$ cat src/rtl/imem_loader_if.sv
// Bundle of signals between a byte-stream host and the imem program loader.
// slave:  the loader side (consumes host bytes, drives the imem write port
//         and frame status).
// master: the host/observer side.
// ADDR_WIDTH must match the ADDR_WIDTH of the imem_loader it connects to.
interface imem_loader_if #(
  parameter int ADDR_WIDTH = 14
);
  logic                  in_valid;
  logic [7:0]            in_data;
  logic                  in_ready;
  logic                  altair_we;
  logic [ADDR_WIDTH-1:0] altair_waddr;
  logic [15:0]           altair_wdata;
  logic                  cpu_hold;
  logic                  load_done;
  logic                  load_err;
  logic [15:0]           words_loaded;

  modport slave (
    input  in_valid, in_data,
    output in_ready, altair_we, altair_waddr, altair_wdata,
           cpu_hold, load_done, load_err, words_loaded
  );

  modport master (
    output in_valid, in_data,
    input  in_ready, altair_we, altair_waddr, altair_wdata,
           cpu_hold, load_done, load_err, words_loaded
  );
endinterface

$ cat src/rtl/imem_loader.sv
// imem_loader: byte-stream program loader driving the imem Altair-mode write port.
// Frame: SYNC, ADDR_LO, ADDR_HI, LEN_LO, LEN_HI, LEN x {DATA_LO, DATA_HI}, [CSUM].
// cpu_hold is raised when SYNC is accepted and dropped when the frame ends.
// Optional feature macro: IMEM_LOADER_CHECKSUM_EN adds a trailing CSUM byte
// (8-bit sum of every byte after SYNC); a mismatch ends the frame with load_err.
// ADDR_WIDTH is limited to 16 (the frame carries a 16-bit address).
module imem_loader #(
  parameter int         ADDR_WIDTH     = 14,
  parameter logic [7:0] SYNC_BYTE      = 8'hA5,
  parameter int         TIMEOUT_CYCLES = 1000000
) (
  input  logic             clk,
  input  logic             rst_n,
  imem_loader_if.slave     bus
);

  typedef enum logic [3:0] {
    S_IDLE,
    S_ADDR_LO,
    S_ADDR_HI,
    S_LEN_LO,
    S_LEN_HI,
    S_DATA_LO,
    S_DATA_HI,
`ifdef IMEM_LOADER_CHECKSUM_EN
    S_CSUM,
`endif
    S_DONE
  } state_t;

  // State entered once the last data word (or an empty LEN) has been accepted.
`ifdef IMEM_LOADER_CHECKSUM_EN
  localparam state_t S_POST = S_CSUM;
`else
  localparam state_t S_POST = S_DONE;
`endif

  // Idle counter only needs to reach TIMEOUT_CYCLES-1.
  localparam int            TW     = (TIMEOUT_CYCLES > 1) ? $clog2(TIMEOUT_CYCLES) : 1;
  localparam logic [TW-1:0] T_LAST = TW'(TIMEOUT_CYCLES - 1);

  state_t                state_q, state_d;
  logic                  xfer;
  logic [15:0]           hi_word;
  logic                  timeout_hit;
  logic                  fail_d;
  logic                  fail_q;
  logic [7:0]            byte_lo_q;
  logic [ADDR_WIDTH-1:0] addr_q;
  logic [15:0]           remaining_q;
  logic [TW-1:0]         tcount_q;
  logic                  in_ready_q;
  logic                  we_q;
  logic [ADDR_WIDTH-1:0] waddr_q;
  logic [15:0]           wdata_q;
  logic                  hold_q;
  logic                  done_q;
  logic                  err_q;
  logic [15:0]           words_q;
`ifdef IMEM_LOADER_CHECKSUM_EN
  logic [7:0]            csum_q;
`endif

  assign xfer    = bus.in_valid & in_ready_q;
  // Upper byte just arriving joined with the low byte captured one transfer earlier.
  assign hi_word = {bus.in_data, byte_lo_q};

  // Timeout fires on the last permitted idle clock inside a frame.
  assign timeout_hit = (TIMEOUT_CYCLES != 0) && !xfer &&
                       (state_q != S_IDLE) && (state_q != S_DONE) &&
                       (tcount_q == T_LAST);

  // Next-state decode and frame outcome for the DONE state.
  always_comb begin
    // NOTE: every always_comb output gets a default first so no path leaves it
    // unassigned, which would infer a latch.
    state_d = state_q;
    fail_d  = 1'b0;
    unique case (state_q)
      S_IDLE:    if (xfer && bus.in_data == SYNC_BYTE) state_d = S_ADDR_LO;
      S_ADDR_LO: if (xfer) state_d = S_ADDR_HI;
      S_ADDR_HI: if (xfer) state_d = S_LEN_LO;
      S_LEN_LO:  if (xfer) state_d = S_LEN_HI;
      S_LEN_HI:  if (xfer) state_d = (hi_word == 16'd0) ? S_POST : S_DATA_LO;
      S_DATA_LO: if (xfer) state_d = S_DATA_HI;
      S_DATA_HI: if (xfer) state_d = (remaining_q == 16'd1) ? S_POST : S_DATA_LO;
`ifdef IMEM_LOADER_CHECKSUM_EN
      S_CSUM: begin
        if (xfer) begin
          state_d = S_DONE;
          fail_d  = (bus.in_data != csum_q);
        end
      end
`endif
      S_DONE:    state_d = S_IDLE;
      default:   state_d = S_IDLE;
    endcase
    if (timeout_hit) begin
      state_d = S_DONE;
      fail_d  = 1'b1;
    end
  end

  // State, datapath and output registers; synchronous active-low reset.
  always_ff @(posedge clk) begin
    if (!rst_n) begin
      state_q     <= S_IDLE;
      fail_q      <= 1'b0;
      byte_lo_q   <= '0;
      addr_q      <= '0;
      remaining_q <= '0;
      tcount_q    <= '0;
      in_ready_q  <= 1'b0;
      we_q        <= 1'b0;
      waddr_q     <= '0;
      wdata_q     <= '0;
      hold_q      <= 1'b0;
      done_q      <= 1'b0;
      err_q       <= 1'b0;
      words_q     <= '0;
`ifdef IMEM_LOADER_CHECKSUM_EN
      csum_q      <= '0;
`endif
    end else begin
      // NOTE: non-blocking assignments here so every register samples the
      // pre-edge values, regardless of statement order.
      state_q    <= state_d;
      in_ready_q <= (state_d != S_DONE);
      we_q       <= 1'b0;
      done_q     <= 1'b0;
      err_q      <= 1'b0;

      // Frame outcome is latched on entry to DONE and held through it.
      if (state_q != S_DONE) fail_q <= fail_d;

      if (xfer || state_q == S_IDLE || state_q == S_DONE)
        tcount_q <= '0;
      else if (tcount_q != T_LAST)
        tcount_q <= tcount_q + TW'(1);

      if (xfer) begin
        unique case (state_q)
          S_IDLE: begin
            if (bus.in_data == SYNC_BYTE) begin
              hold_q  <= 1'b1;
              words_q <= '0;
            end
          end
          S_ADDR_LO, S_LEN_LO, S_DATA_LO: byte_lo_q <= bus.in_data;
          S_ADDR_HI: addr_q      <= hi_word[ADDR_WIDTH-1:0];
          S_LEN_HI:  remaining_q <= hi_word;
          S_DATA_HI: begin
            we_q        <= 1'b1;
            wdata_q     <= hi_word;
            waddr_q     <= addr_q;
            addr_q      <= addr_q + ADDR_WIDTH'(1);
            words_q     <= words_q + 16'd1;
            remaining_q <= remaining_q - 16'd1;
          end
          default: ;
        endcase
      end

`ifdef IMEM_LOADER_CHECKSUM_EN
      if (xfer && state_q == S_IDLE)
        csum_q <= '0;
      else if (xfer && state_q != S_CSUM && state_q != S_DONE)
        csum_q <= csum_q + bus.in_data;
`endif

      if (state_q == S_DONE) begin
        hold_q <= 1'b0;
        done_q <= !fail_q;
        err_q  <= fail_q;
      end
    end
  end

  assign bus.in_ready     = in_ready_q;
  assign bus.altair_we    = we_q;
  assign bus.altair_waddr = waddr_q;
  assign bus.altair_wdata = wdata_q;
  assign bus.cpu_hold     = hold_q;
  assign bus.load_done    = done_q;
  assign bus.load_err     = err_q;
  assign bus.words_loaded = words_q;

endmodule

$ cat src/flat_wrapper.sv
// flat-port wrapper written by rule: the top's interface ports become plain ports
module imem_loader_flat 
#(
  parameter int         ADDR_WIDTH     = 14,
  parameter logic [7:0] SYNC_BYTE      = 8'hA5,
  parameter int         TIMEOUT_CYCLES = 1000000
)
  (clk, rst_n, bus_in_valid, bus_in_data, bus_in_ready, bus_altair_we, bus_altair_waddr, bus_altair_wdata, bus_cpu_hold, bus_load_done, bus_load_err, bus_words_loaded);
  imem_loader_if #(.ADDR_WIDTH(ADDR_WIDTH)) bus_i ();
  input  logic clk;
  input  logic rst_n;
  input wire logic [$bits(bus_i.in_valid)-1:0] bus_in_valid;
  input wire logic [$bits(bus_i.in_data)-1:0] bus_in_data;
  output wire logic [$bits(bus_i.in_ready)-1:0] bus_in_ready;
  output wire logic [$bits(bus_i.altair_we)-1:0] bus_altair_we;
  output wire logic [$bits(bus_i.altair_waddr)-1:0] bus_altair_waddr;
  output wire logic [$bits(bus_i.altair_wdata)-1:0] bus_altair_wdata;
  output wire logic [$bits(bus_i.cpu_hold)-1:0] bus_cpu_hold;
  output wire logic [$bits(bus_i.load_done)-1:0] bus_load_done;
  output wire logic [$bits(bus_i.load_err)-1:0] bus_load_err;
  output wire logic [$bits(bus_i.words_loaded)-1:0] bus_words_loaded;
  assign bus_i.in_valid = bus_in_valid;
  assign bus_i.in_data = bus_in_data;
  assign bus_in_ready = bus_i.in_ready;
  assign bus_altair_we = bus_i.altair_we;
  assign bus_altair_waddr = bus_i.altair_waddr;
  assign bus_altair_wdata = bus_i.altair_wdata;
  assign bus_cpu_hold = bus_i.cpu_hold;
  assign bus_load_done = bus_i.load_done;
  assign bus_load_err = bus_i.load_err;
  assign bus_words_loaded = bus_i.words_loaded;
  imem_loader #(.ADDR_WIDTH(ADDR_WIDTH), .SYNC_BYTE(SYNC_BYTE), .TIMEOUT_CYCLES(TIMEOUT_CYCLES)) u_core (.clk(clk), .rst_n(rst_n), .bus(bus_i));
endmodule
$ cat config.mk
export PLATFORM = sky130hd
export DESIGN_NAME = imem_loader_flat
export DESIGN_NICKNAME = d
export VERILOG_FILES = /design/src/rtl/imem_loader_if.sv /design/src/rtl/imem_loader.sv /design/src/flat_wrapper.sv
export SDC_FILE = /design/constraint.sdc
export NUM_CORES = 1
export LEC_CHECK = 0
export BUFFER_PORTS_ARGS = -buffer_cell sky130_fd_sc_hd__clkbuf_2
export CORE_MARGIN = 3
export CORE_UTILIZATION = 52
export DETAILED_ROUTE_END_ITERATION = 6
export PLACE_DENSITY = 0.77
export SYNTH_ARGS = -nofsm -noshare
export SYNTH_HDL_FRONTEND = slang
export SYNTH_SLANG_ARGS = --single-unit
$ cat constraint.sdc
create_clock -name clk -period 6.1 [get_ports clk]
set_input_delay 1.22 -clock clk [delete_from_list [all_inputs] [get_ports clk]]
set_output_delay 1.22 -clock clk [all_outputs]
set_load 0.005 [all_outputs]
== After elaboration in Yosys (flattened, before gate mapping) ==
Cells that the tools add are included.

* Bits in registers: 114
* Output and inout port bits: 51

* $add $sub $neg: 4
* Muxes and demuxes: 17
* Equality and inequality tests: 14
* Reductions and logical operators: 25
* Bitwise operators: 2

{| class="wikitable"
|+ Operators by type and width
! operator !! count
|-
| $pmux 16 s2 || 2
|-
| $mux 4 || 8
|-
| $pmux 14 s2 || 1
|-
| $pmux 4 s7 || 1
|-
| $add 20x1->20 const B || 1
|-
| $eq 20x20->1 const B || 1
|-
| $ne 20x20->1 const B || 1
|-
| $add 16x1->16 const B || 1
|-
| $eq 16x1->1 const B || 1
|-
| $eq 4x3->1 const B || 4
|-
| $logic_not 16->1 || 1
|-
| $mux 16 || 1
|-
| $sub 16x1->16 const B || 1
|-
| $add 14x1->14 const B || 1
|-
| $reduce_and 2->1 || 6
|-
| $eq 4x2->1 const B || 2
|-
| $eq 8x8->1 const B || 1
|-
| $ne 4x3->1 const B || 2
|-
| $reduce_and 3->1 || 2
|-
| $reduce_bool 2->1 || 3
|-
| $eq 4x1->1 const B || 1
|-
| $logic_and 1x1->1 || 4
|-
| $logic_not 4->1 || 1
|-
| $mux 2 || 2
|-
| 9 further kinds || 13
|}

== Longest topological paths before layout ==
* Word-level depth: 7
* Mapped depth: 8
* Gate-level depth less buffers: 8

== Least setup slack after synthesis ==
Ideal clock, no wire load.

* Path type: input-to-reg
* Start: input port bus_in_data[1]
* End: register u_core.words_q[9] (netlist: u_core.bus.words_loaded[9])
* Slack: 3.482 ns
* Stages: 6
* Path buffers: 0
* Arrival time: 2.497 ns
* Cells stage by stage: nor3_1 -> nand4_1 -> o21ai_2 -> nand4_1 -> nor2_1 -> mux2_2

* Longest elaborated chain between the ends: 3

{| class="wikitable"
|+ Ends and longest elaborated chain
! what !! line !! RTL
|-
| start, declared || flat_wrapper.sv:13 || <nowiki>input wire logic [$bits(bus_i.in_data)-1:0] bus_in_data;</nowiki>
|-
| $eq 8x8->1 || imem_loader.sv:144 || <nowiki>if (bus.in_data == SYNC_BYTE) begin</nowiki>
|-
| $ne 2x1->1 (no line) || - ||
|-
| $reduce_and 3->1 (no line) || - ||
|-
| end signal, assigned || imem_loader.sv:157 || <nowiki>words_q <= words_q + 16'd1;</nowiki>
|-
| end, declared || imem_loader.sv:59 || <nowiki>logic [15:0] words_q;</nowiki>
|}

No other way between the ends.
A chain may end at the register's enable or synchronous reset.

== Worst setup path after layout ==
* Start: input port bus_in_valid
* End: register u_core.addr_q[8]

* Longest elaborated chain between the ends: 2

{| class="wikitable"
|+ Ends and longest elaborated chain
! what !! line !! RTL
|-
| start, declared || flat_wrapper.sv:12 || <nowiki>input wire logic [$bits(bus_i.in_valid)-1:0] bus_in_valid;</nowiki>
|-
| $and 1x1->1 || imem_loader.sv:64 || <nowiki>assign xfer = bus.in_valid & in_ready_q;</nowiki>
|-
| $reduce_and 2->1 (no line) || - ||
|-
| end signal, assigned || imem_loader.sv:150 || <nowiki>S_ADDR_HI: addr_q <= hi_word[ADDR_WIDTH-1:0];</nowiki>
|-
| end signal, assigned || imem_loader.sv:156 || <nowiki>addr_q <= addr_q + ADDR_WIDTH'(1);</nowiki>
|-
| end, declared || imem_loader.sv:49 || <nowiki>logic [ADDR_WIDTH-1:0] addr_q;</nowiki>
|}

No other way between the ends.

==> results by group <==
Route
  – DRC violation total after the first TritonRoute iteration: just over 400
  – Post-Route WL: 13600 um
  – TritonRoute pass-1 iters: 5
  – Via density per instance: approximately 5.9
  – Number of routed nets with antenna violations: 0
  – DRC violations left: 0
  – Via Count: between 5000 and 6000
  – WL per Instance: approximately 16 um

Critical path
  – Capturing element type of the critical path: flop
  – Arrival time reported for the critical path endpoint: ~3.2 ns
  – Cell seen most often among critical-path stages: sky130_fd_sc_hd__nand2_1
  – CP startpoint kind: primary input
  – Gate family responsible for the most delay along the worst path: simple AND/OR/NAND/NOR gates
  – Count of buffering cells on the critical path with inverters included: 1
  – Sequence of cells on the critical path: clkbuf_2 -> nand2_1 -> nor2_2 -> nand2_1 -> o221ai_1 -> nor2_1
  – Data required time at the worst endpoint: approximately 6.5 ns
  – Slowest stage cell on the critical path: sky130_fd_sc_hd__nor2_2
  – Crit Path Max Fanout: 32
  – Setup Crit Path Kind: primary input to flop
  – Longest individual stage delay on the worst path: between 1 and 1.5 ns

Floorplan
  – Core area: just under 10000 um2
  – Die boundary width: 107 um
  – Initial core utilization: 0.540
  – I/O pin cnt: slightly above 60
  – Floorplan row count: 36
  – Die ar.: 11500 um2
  – Y dimension of the die: between 100 and 150 um

Global routing
  – Initial antenna violation count: 0
  – Vias in the first global route: between 4000 and 5000
  – Global-route wire length before repair: roughly 22000 um
  – Total gr overflow: 0
  – Largest net degree at the start of global routing: 66
  – Total routing usage reported by global routing: 0.243

Synth
  – Largest area contributor in the netlist: sky130_fd_sc_hd__dfxtp_1
  – Mean Syn Cell Area: 7.80 um2
  – Synthesized flop and latch total: 114
  – Part of the Yosys area used for sequential elements: 0.429
  – Cell variety after synth: 64
  – Main flop type after synthesis: sky130_fd_sc_hd__dfxtp_1
  – Syn Inst Count: 683
  – EDFF count, synth: 0
  – Total standard cell area after synthesis: 5330 um2
  – Post-Synthesis Net Count: between 600 and 700
  – Warnings from Yosys: 0
  – Async S/R FF share, synth: 0
  – Proportion of netlist area held by the largest area contributor: 0.429
  – Top area cells in the synthesized netlist: sky130_fd_sc_hd__dfxtp_1, sky130_fd_sc_hd__nand2_1, sky130_fd_sc_hd__nor2_1

Timing
  – Minimum setup slack in the final design: 3.34 ns
  – Worst slew margin relative to its limit: 0.149
  – Setup repair after global routing missed its margin: false
  – Crit share post-route: 0.453
  – Slew at the pin with the worst max-slew slack: 1.28 ns
  – Maximum clock rate: about 360 MHz
  – Final clock skew: slightly above 0.005 ns
  – Final hold vios: 0
  – Count of pins over their slew limit: 0
  – Final-layout worst hold slack: slightly above 0.4 ns
  – Final critical path time including I/O delays and setup: approximately 2.8 ns
  – Setup TNS after final layout: 0 ns
  – Number of setup violations in the final report: 0

Power and ir drop
  – Peak supply drop: ~0.00018 V
  – PwrDens: roughly 280 nW/um2
  – Overall power consumption: around 0.0017 W
  – Static leakage: between 2 and 2.5 nW

Layout
  – Antenna diode count: 0
  – Layout overhead on the synthesized area: 16.8%
  – Final Net Count: approximately 750
  – Most common cell after layout, fill and taps aside: sky130_fd_sc_hd__nand2_1
  – Fillers: approximately 840
  – Commonest non-fill, non-tap cells in the layout: sky130_fd_sc_hd__nand2_1, sky130_fd_sc_hd__dfxtp_1, sky130_fd_sc_hd__nor2_1, sky130_fd_sc_hd__a21oi_1, sky130_fd_sc_hd__clkbuf_2
  – Layout cell share with drive strength beyond 1: 0.151

Clock tree
  – CTS Sinks: around 110
  – Inserted Clock Buffers: 17
  – Post-CTS setup buffer count: 0
  – H-tree depth: 4
  – Clock tree from TritonCTS: done
  – Post-CTS resize count: 0
  – Worst-case clock buffer depth: 2
  – Clock network latency to the later pin of the worst-skew pair: between 0.5 and 0.6 ns
  – CTS root buf: sky130_fd_sc_hd__clkbuf_8
  – Hold buffers post-CTS: 0
  – Register clock-pin slew on the reported worst setup and hold paths: about 0.060 ns

Outcome
  – Outcome: finished clean

Placement
  – Placed wire-length estimate: 9110 um
  – Final weighted congestion in routability-driven placement: about 0.91
  – Setup slack at placement: around 2.8 ns
  – Number of input and output port buffers inserted: around 60

Flow run
  – Number of max-capacitance violations reported: 0

Min path
  – Type of the most critical hold path: flop to flop
## metal layers
layer | part of all wire | vias to the layer above | global-route usage | wire length [um]
met3 | 0.078 | 34 | 0.0572 | 1060
met5 | 0 | - | 0 | 0
met1 | 0.44 | 2424 | 0.320 | 6060
li1 | - | 2489 | - | -
met4 | 0.023 | 0 | 0.113 | 317
met2 | 0.45 | 220 | 0.377 | 6200
## per-stage QoR
stage           util  cells  instance area, um2
2_1_floorplan      -    683                5330
3_3_place_gp   0.573    845                5650
3_5_place_dp   0.573    845                5650
4_1_cts        0.630    877                6220
5_1_grt        0.630    877                6220
6_report       0.630    877                6220
## final cells by class
cell class,count,area (um2),share of cell area
flip-flops and latches,114,2280,0.367
multi-input cells,522,2820,0.454
repair buffers,65,335,0.0539
clock buffers,21,459,0.0738
inverters,11,41.3,0.00664
clock inverters,11,110,0.0177
well taps,133,166,0.0268
## power by group
part           switching, W  internal [W]
Sequential       0.00000174      0.000746
Combinational     0.0000266    0.00000825
Clock              0.000339      0.000607
Total              0.000367       0.00136
## worst paths after layout
check	endpoint	from	slack, ns	cells past startpoint
max reg2reg	u_core.addr_q[8]$_SDFFE_PN0P_	u_core.state_q[0]$_SDFF_PN0_	3.58	6
max	u_core.addr_q[8]$_SDFFE_PN0P_	bus_in_valid	3.34	6
min reg2reg	u_core.bus.load_done$_SDFF_PN0_	u_core.fail_q$_SDFFE_PN0N_	0.41	1
min	u_core.bus.load_done$_SDFF_PN0_	u_core.fail_q$_SDFFE_PN0N_	0.41	1
## state kept, by name (all words and copies together), names as in the netlist
| register | flops |
|---|---|
| u_core.bus.load_err | 1 |
| u_core.state_q | 4 |
| u_core.bus.words_loaded | 16 |
| u_core.bus.altair_wdata | 16 |
| u_core.byte_lo_q | 8 |
| u_core.tcount_q | 20 |
| u_core.bus.cpu_hold | 1 |
| u_core.bus.altair_waddr | 14 |
| u_core.bus.altair_we | 1 |
| u_core.bus.load_done | 1 |
| u_core.bus.in_ready | 1 |
| u_core.fail_q | 1 |
| u_core.remaining_q | 16 |
| u_core.addr_q | 14 |
## synthesized netlist by cell type (7+ instances only)
| library cell | number |
|---|---|
| sky130_fd_sc_hd__and3_1 | 7 |
| sky130_fd_sc_hd__nand2_1 | 119 |
| sky130_fd_sc_hd__nor3_1 | 25 |
| sky130_fd_sc_hd__clkbuf_1 | 28 |
| sky130_fd_sc_hd__nand4_1 | 16 |
| sky130_fd_sc_hd__nor2_1 | 95 |
| sky130_fd_sc_hd__xor2_1 | 9 |
| sky130_fd_sc_hd__o21ai_0 | 33 |
| sky130_fd_sc_hd__inv_1 | 9 |
| sky130_fd_sc_hd__a21oi_1 | 71 |
| sky130_fd_sc_hd__mux2i_1 | 8 |
| sky130_fd_sc_hd__nor4_1 | 13 |
| sky130_fd_sc_hd__nand3_1 | 28 |
| sky130_fd_sc_hd__xnor2_1 | 20 |
| sky130_fd_sc_hd__dfxtp_1 | 114 |
## cell families (layout without fill, tap and decap cells)
family / after synthesis / count (layout) / share of synthesized area
other cells: 1 / 1 / 0.000704
xor+xnor: 29 / 29 / 0.0477
mux: 10 / 10 / 0.0193
buf+inv: 47 / 108 / 0.0425
simple gates: 331 / 331 / 0.291
fa+ha+maj: 5 / 5 / 0.0117
compound gates: 146 / 146 / 0.159
flops: 114 / 114 / 0.429
## worst reg2reg max path: stages (launching register included)
cell	delay, ns
sky130_fd_sc_hd__dfxtp_1	0.50
sky130_fd_sc_hd__nor3b_2	0.33
sky130_fd_sc_hd__nand2_1	0.11
sky130_fd_sc_hd__nor2_2	1.00
sky130_fd_sc_hd__nand2_1	0.20
sky130_fd_sc_hd__o221ai_1	0.21
sky130_fd_sc_hd__nor2_1	0.06
Power figures use the tool's default switching activity.
